**src/rtl/uart_pkg.sv**
```systemverilog
// Shared constants for the UART receiver: state encoding, frame width and default bit period.
package uart_pkg;

  localparam int UART_DATA_BITS    = 8;
  localparam int UART_IDX_W        = $clog2(UART_DATA_BITS);
  localparam int UART_CLKS_PER_BIT = 16;

  typedef enum logic [2:0] {
    ST_IDLE   = 3'd0,
    ST_START  = 3'd1,
    ST_DATA   = 3'd2,
    ST_PARITY = 3'd3,
    ST_STOP   = 3'd4
  } uart_state_e;

endpackage

```
**src/rtl/uart_bit_timer.sv**
```systemverilog
// Bit-period counter for the UART receiver: half_tick marks mid start bit,
// full_tick marks one full bit period since the last clear or wrap.
module uart_bit_timer
  import uart_pkg::*;
#(
  parameter int CLKS_PER_BIT = UART_CLKS_PER_BIT
) (
  input  logic clk,
  input  logic n_rst,
  input  logic clear,
  output logic half_tick,
  output logic full_tick
);

  localparam int            CW      = $clog2(CLKS_PER_BIT);
  localparam logic [CW-1:0] HALF_TC = CW'(CLKS_PER_BIT / 2 - 1);
  localparam logic [CW-1:0] FULL_TC = CW'(CLKS_PER_BIT - 1);

  logic [CW-1:0] cnt;

  always_ff @(posedge clk) begin
    if (!n_rst) begin
      cnt <= '0;
    end else if (clear || full_tick) begin
      cnt <= '0;
    end else begin
      cnt <= cnt + CW'(1);
    end
  end

  assign half_tick = (cnt == HALF_TC);
  assign full_tick = (cnt == FULL_TC);

endmodule

```
**src/rtl/uart_rx.sv**
```systemverilog
// UART receiver, 8N1 by default; define UART_RX_PARITY_EN for 8E1 with a parity_err pulse.
//
// state     | meaning
// ST_IDLE   | line idle, waiting for a low on rxd_s (blocked after a framing error until rxd_s seen high)
// ST_START  | timing to mid start bit to reject glitches
// ST_DATA   | sampling 8 data bits mid-bit, LSB first
// ST_PARITY | sampling the even-parity bit (parity build only)
// ST_STOP   | sampling the stop bit, then report the frame
module uart_rx
  import uart_pkg::*;
#(
  parameter int CLKS_PER_BIT = UART_CLKS_PER_BIT
) (
  input  logic                      clk,
  input  logic                      n_rst,
  input  logic                      rxd,
  output logic [UART_DATA_BITS-1:0] rx_data,
  output logic                      rx_valid,
  output logic                      frame_err,
`ifdef UART_RX_PARITY_EN
  output logic                      parity_err,
`endif
  output logic                      rx_busy
);

  localparam logic [UART_IDX_W-1:0] LAST_IDX = UART_IDX_W'(UART_DATA_BITS - 1);

  uart_state_e               state;
  uart_state_e               state_nx;
  logic                      sync_q1;
  logic                      rxd_s;
  logic [UART_DATA_BITS-1:0] shreg;
  logic [UART_IDX_W-1:0]     bit_idx;
  logic                      need_high;

  logic timer_clear;
  logic half_tick;
  logic full_tick;
  logic shift_en;
  logic valid_nx;
  logic ferr_nx;

`ifdef UART_RX_PARITY_EN
  logic par_acc;
  logic par_bad;
  logic par_sample;
  logic perr_nx;
`endif

  uart_bit_timer #(
    .CLKS_PER_BIT(CLKS_PER_BIT)
  ) u_bit_timer (
    .clk       (clk),
    .n_rst     (n_rst),
    .clear     (timer_clear),
    .half_tick (half_tick),
    .full_tick (full_tick)
  );

  always_ff @(posedge clk) begin
    if (!n_rst) begin
      state <= ST_IDLE;
    end else begin
      state <= state_nx;
    end
  end

  always_comb begin
    state_nx    = state;
    timer_clear = 1'b0;
    shift_en    = 1'b0;
    valid_nx    = 1'b0;
    ferr_nx     = 1'b0;
`ifdef UART_RX_PARITY_EN
    par_sample  = 1'b0;
    perr_nx     = 1'b0;
`endif
    case (state)
      ST_IDLE: begin
        timer_clear = 1'b1;
        if (!rxd_s && !need_high) begin
          state_nx = ST_START;
        end
      end
      ST_START: begin
        if (half_tick) begin
          if (rxd_s) begin
            state_nx = ST_IDLE;
          end else begin
            state_nx    = ST_DATA;
            timer_clear = 1'b1;
          end
        end
      end
      ST_DATA: begin
        if (full_tick) begin
          shift_en = 1'b1;
          if (bit_idx == LAST_IDX) begin
`ifdef UART_RX_PARITY_EN
            state_nx = ST_PARITY;
`else
            state_nx = ST_STOP;
`endif
          end
        end
      end
`ifdef UART_RX_PARITY_EN
      ST_PARITY: begin
        if (full_tick) begin
          par_sample = 1'b1;
          state_nx   = ST_STOP;
        end
      end
`endif
      ST_STOP: begin
        // Returning to IDLE at mid-stop leaves half a bit to catch a back-to-back start edge.
        if (full_tick) begin
          state_nx = ST_IDLE;
          if (!rxd_s) begin
            ferr_nx = 1'b1;
`ifdef UART_RX_PARITY_EN
          end else if (par_bad) begin
            perr_nx = 1'b1;
`endif
          end else begin
            valid_nx = 1'b1;
          end
        end
      end
      default: begin
        state_nx = ST_IDLE;
      end
    endcase
  end

  always_ff @(posedge clk) begin
    if (!n_rst) begin
      sync_q1   <= 1'b1;
      rxd_s     <= 1'b1;
      shreg     <= '0;
      bit_idx   <= '0;
      need_high <= 1'b0;
      rx_data   <= '0;
      rx_valid  <= 1'b0;
      frame_err <= 1'b0;
    end else begin
      sync_q1   <= rxd;
      rxd_s     <= sync_q1;
      rx_valid  <= valid_nx;
      frame_err <= ferr_nx;
      if (state == ST_IDLE) begin
        bit_idx <= '0;
      end else if (shift_en) begin
        shreg   <= {rxd_s, shreg[UART_DATA_BITS-1:1]};
        bit_idx <= bit_idx + UART_IDX_W'(1);
      end
      if (valid_nx) begin
        rx_data <= shreg;
      end
      // A held-low line after a bad stop bit is a break, not a new start.
      if (ferr_nx) begin
        need_high <= 1'b1;
      end else if (rxd_s) begin
        need_high <= 1'b0;
      end
    end
  end

`ifdef UART_RX_PARITY_EN
  always_ff @(posedge clk) begin
    if (!n_rst) begin
      par_acc    <= 1'b0;
      par_bad    <= 1'b0;
      parity_err <= 1'b0;
    end else begin
      parity_err <= perr_nx;
      if (state == ST_IDLE) begin
        par_acc <= 1'b0;
      end else if (shift_en) begin
        par_acc <= par_acc ^ rxd_s;
      end
      if (par_sample) begin
        par_bad <= par_acc ^ rxd_s;
      end
    end
  end
`endif

  assign rx_busy = (state != ST_IDLE);

endmodule

```
**config.mk**
```make
export PLATFORM = sky130hd
export DESIGN_NAME = uart_rx
export DESIGN_NICKNAME = d
export VERILOG_FILES = /design/src/rtl/uart_pkg.sv /design/src/rtl/uart_bit_timer.sv /design/src/rtl/uart_rx.sv
export SDC_FILE = /design/constraint.sdc
export NUM_CORES = 1
export LEC_CHECK = 0
export CAP_MARGIN = 20
export CORE_MARGIN = 4
export CORE_UTILIZATION = 35
export DETAILED_ROUTE_END_ITERATION = 7
export PLACE_DENSITY_LB_ADDON = 0.15
export RECOVER_POWER = 50
export SYNTH_ARGS = -nofsm -noshare
export SYNTH_HDL_FRONTEND = slang
export SYNTH_SLANG_ARGS = --single-unit
```
**constraint.sdc**
```tcl
create_clock -name clk -period 1.66 [get_ports clk]
set_input_delay 0.166 -clock clk [delete_from_list [all_inputs] [get_ports clk]]
set_output_delay 0.166 -clock clk [all_outputs]
set_load 0.03 [all_outputs]
```
==> qor.txt <==
status -> finished, final reports clean
CP delay by family, top -> buffers and inverters
Critical Path RT -> 1.49 ns
DRC -> 0
Worst Hold Endpoint -> rxd_s
Cells after Synth -> 129
Wirelength per Cell -> 11.7 µm
Setup Skew -> 0.00659 ns
period utilization -> 91.9%
number of synthesized register bits -> 31
flop-to-flop setup slack -> 0.14 ns
Synth top area share -> 47.6%
largest net degree at the start of global routing -> 24
Tmin final -> 1.52 ns
CTS buffer count -> 5
Net Count, Synth -> 135
initial core utilization -> 37.6%
hold_sp -> sync_q1
final worst setup slack -> 0.135 ns
P_leak -> 0.000580 µW
first-pass GRT wire length -> 4210 µm
post-CTS sizing -> 1
hold depth -> 1
R2R cell count -> 6
die width -> 69.0 µm
max_cap viols -> 0
CP Launch Type -> register
syn avg cell area -> 10.1 µm²
detailed placer's ending HPWL -> 1670 µm
Root Driver -> clkbuf_8
Peak VDD IR -> 515 µV
GR Util All Layers -> 11.3%
H-tree Lvls -> 2
Pwr Density -> 909 nW/µm²
die area -> 4770 µm²
CTS Sinks -> 31
# hold bufs at CTS -> 0
Worst Setup End Kind -> primary output
Reg clk slew, reported paths -> 0.06 ns
die height -> 69.0 µm
vias in the first global route -> 945
Slew @ Worst Pin -> 0.779 ns
max-slew violation count -> 0
area grow syn2layout -> 23.1%
Synth Cell Area -> 1300 µm²
core box area -> 3470 µm²
# port buffers -> 13
setup TNS -> 0 ns
row count -> 21
unrepaired setup endpoints after global routing -> false
R2R Path End -> shreg[6]
CTS tree -> yes
largest area contributor in the netlist -> dfxtp_1
CP Data Arrival Time -> 1.36 ns
IO Pins -> 14
Seq/Total Area, Yosys -> 47.6%
Hold WS -> 0.408 ns
Starting DRT DRC Count -> 60
Worst path max stage delay -> 0.74 ns
Final Hold Viols -> 0
Setup Viol. Count Final -> 0
Vias -> 921
CP Buf/Inv Count -> 1
fmax -> 656 MHz
initial antenna violation count -> 0
total congestion overflow -> 0
slowest stage cell on the critical path -> dlygate4sd3_1
synth top area cells -> dfxtp_1 (48%), mux2i_1 (9.2%), nor2b_1 (4.3%)
router iterations before antenna repair -> 4
clk buf depth -> 2
slew margin rel. -> 48.1%
# Post-CTS Setup Buffers -> 0
Hold Path Class -> reg -> reg
critical setup path kind -> reg -> out
routability cong. -> 0.752
clk_lat worst skew -> 0.28 ns
yosys warns -> 0
crit-path max FO -> 2
post-synth cell types -> 28
Antenna Cells -> 0
CP Cell Sequence -> dlygate4sd3_1
Reg2Reg Launch Point -> u_bit_timer.cnt[0]
layout cell share with drive strength beyond 1 -> 15.3%
Final #Nets -> 155
pre-CTS setup slack -> 0.0811 ns
vias per cell -> 4.70
Detailed Route WL -> 2290 µm
post-detailed-route count of antenna-violating nets -> 0
==> worst max path at each step <==
stage	start	end	slack, ns	cells past startpoint
finish	rx_data[5]	rx_data[5]	0.14	1
global route	u_bit_timer.cnt[0]	rx_data[2]	0.009	6
CTS	u_bit_timer.cnt[0]	shreg[6]	0.07	6
detailed placement	u_bit_timer.cnt[0]	shreg[6]	0.08	6
global placement	bit_idx[0]	state[1]	0.12	5
floorplan	u_bit_timer.cnt[0]	shreg[1]	0.16	6
==> cells by family (layout without fill, tap and decap cells) <==
family                     Yosys count  in the layout  share of synthesized area (%)
muxes                               12             12                           9.21
adders and majority gates            3              3                           2.88
buffers and inverters               10             31                           5.47
DFF                                 31             31                           47.6
and+or+nand+nor                     56             56                           25.6
AOI/OAI and AO/OA                   13             13                           6.53
xor gates and xnor gates             4              4                           2.69
==> layout by cell type (no fill, tap or decap), drive strengths merged, types with 3 or more instances in the layout <==
cell,n
buf,7
clkbuf,8
clkdlybuf4s50,4
dfxtp,31
dlygate4sd3,8
ha,3
mux2i,12
nand2,12
nand2b,3
nand3,11
nor2,9
nor2b,9
nor3,6
o21ai,9
==> cells in the mapped netlist (all sizes together) <==
master   number
dfxtp        31
mux2i        12
nand2        12
nand3        11
nor2          9
nor2b         9
o21ai         9
nor3          6
buf           5
clkbuf        3
ha            3
nand2b        3
and2          2
inv           2
nor4b         2
xnor2         2
xor2          2
a2111oi       1
and3b         1
o211a         1
o21a          1
o21bai        1
or3           1
==> power by group <==
part,switching [µW],internal [µW]
Clock,276,376
Combinational,29.4,24.8
Sequential,3.68,748
Total,309,1150
==> area by class of cell <==
type / count / area, µm²
fillers: 340 / 1860
flip-flops and latches: 31 / 621
multi-input cells: 88 / 618
repair buffers: 21 / 198
clock buffers: 7 / 96.3
well taps: 46 / 57.6
clock inverters: 1 / 7.51
inverters: 2 / 7.51
==> per-stage QoR <==
stage	total power, µW	util [%]	cells	area (µm²)
floorplan	806	-	129	1300
global placement	823	43.3	188	1500
detailed placement	823	43.3	188	1500
CTS	1490	46.2	196	1600
global route	1530	46.3	196	1610
finish	1460	46.3	196	1610
==> per-layer routing <==
layer  global-route usage [%]  vias up  part of all wire, %
met5                        0        -                    0
li1                         -      476                    -
met2                     16.1       17                   44
met4                     10.4        0                  3.3
met1                     13.3      421                   48
met3                     3.63        7                  4.4
==> sequential cells by signal (all words and copies together), names as in the netlist, 3 cells and up <==
name / flops
state: 3
u_bit_timer.cnt: 4
bit_idx: 3
rx_data: 8
shreg: 8
No activity file was read; power rests on OpenSTA's default activity.
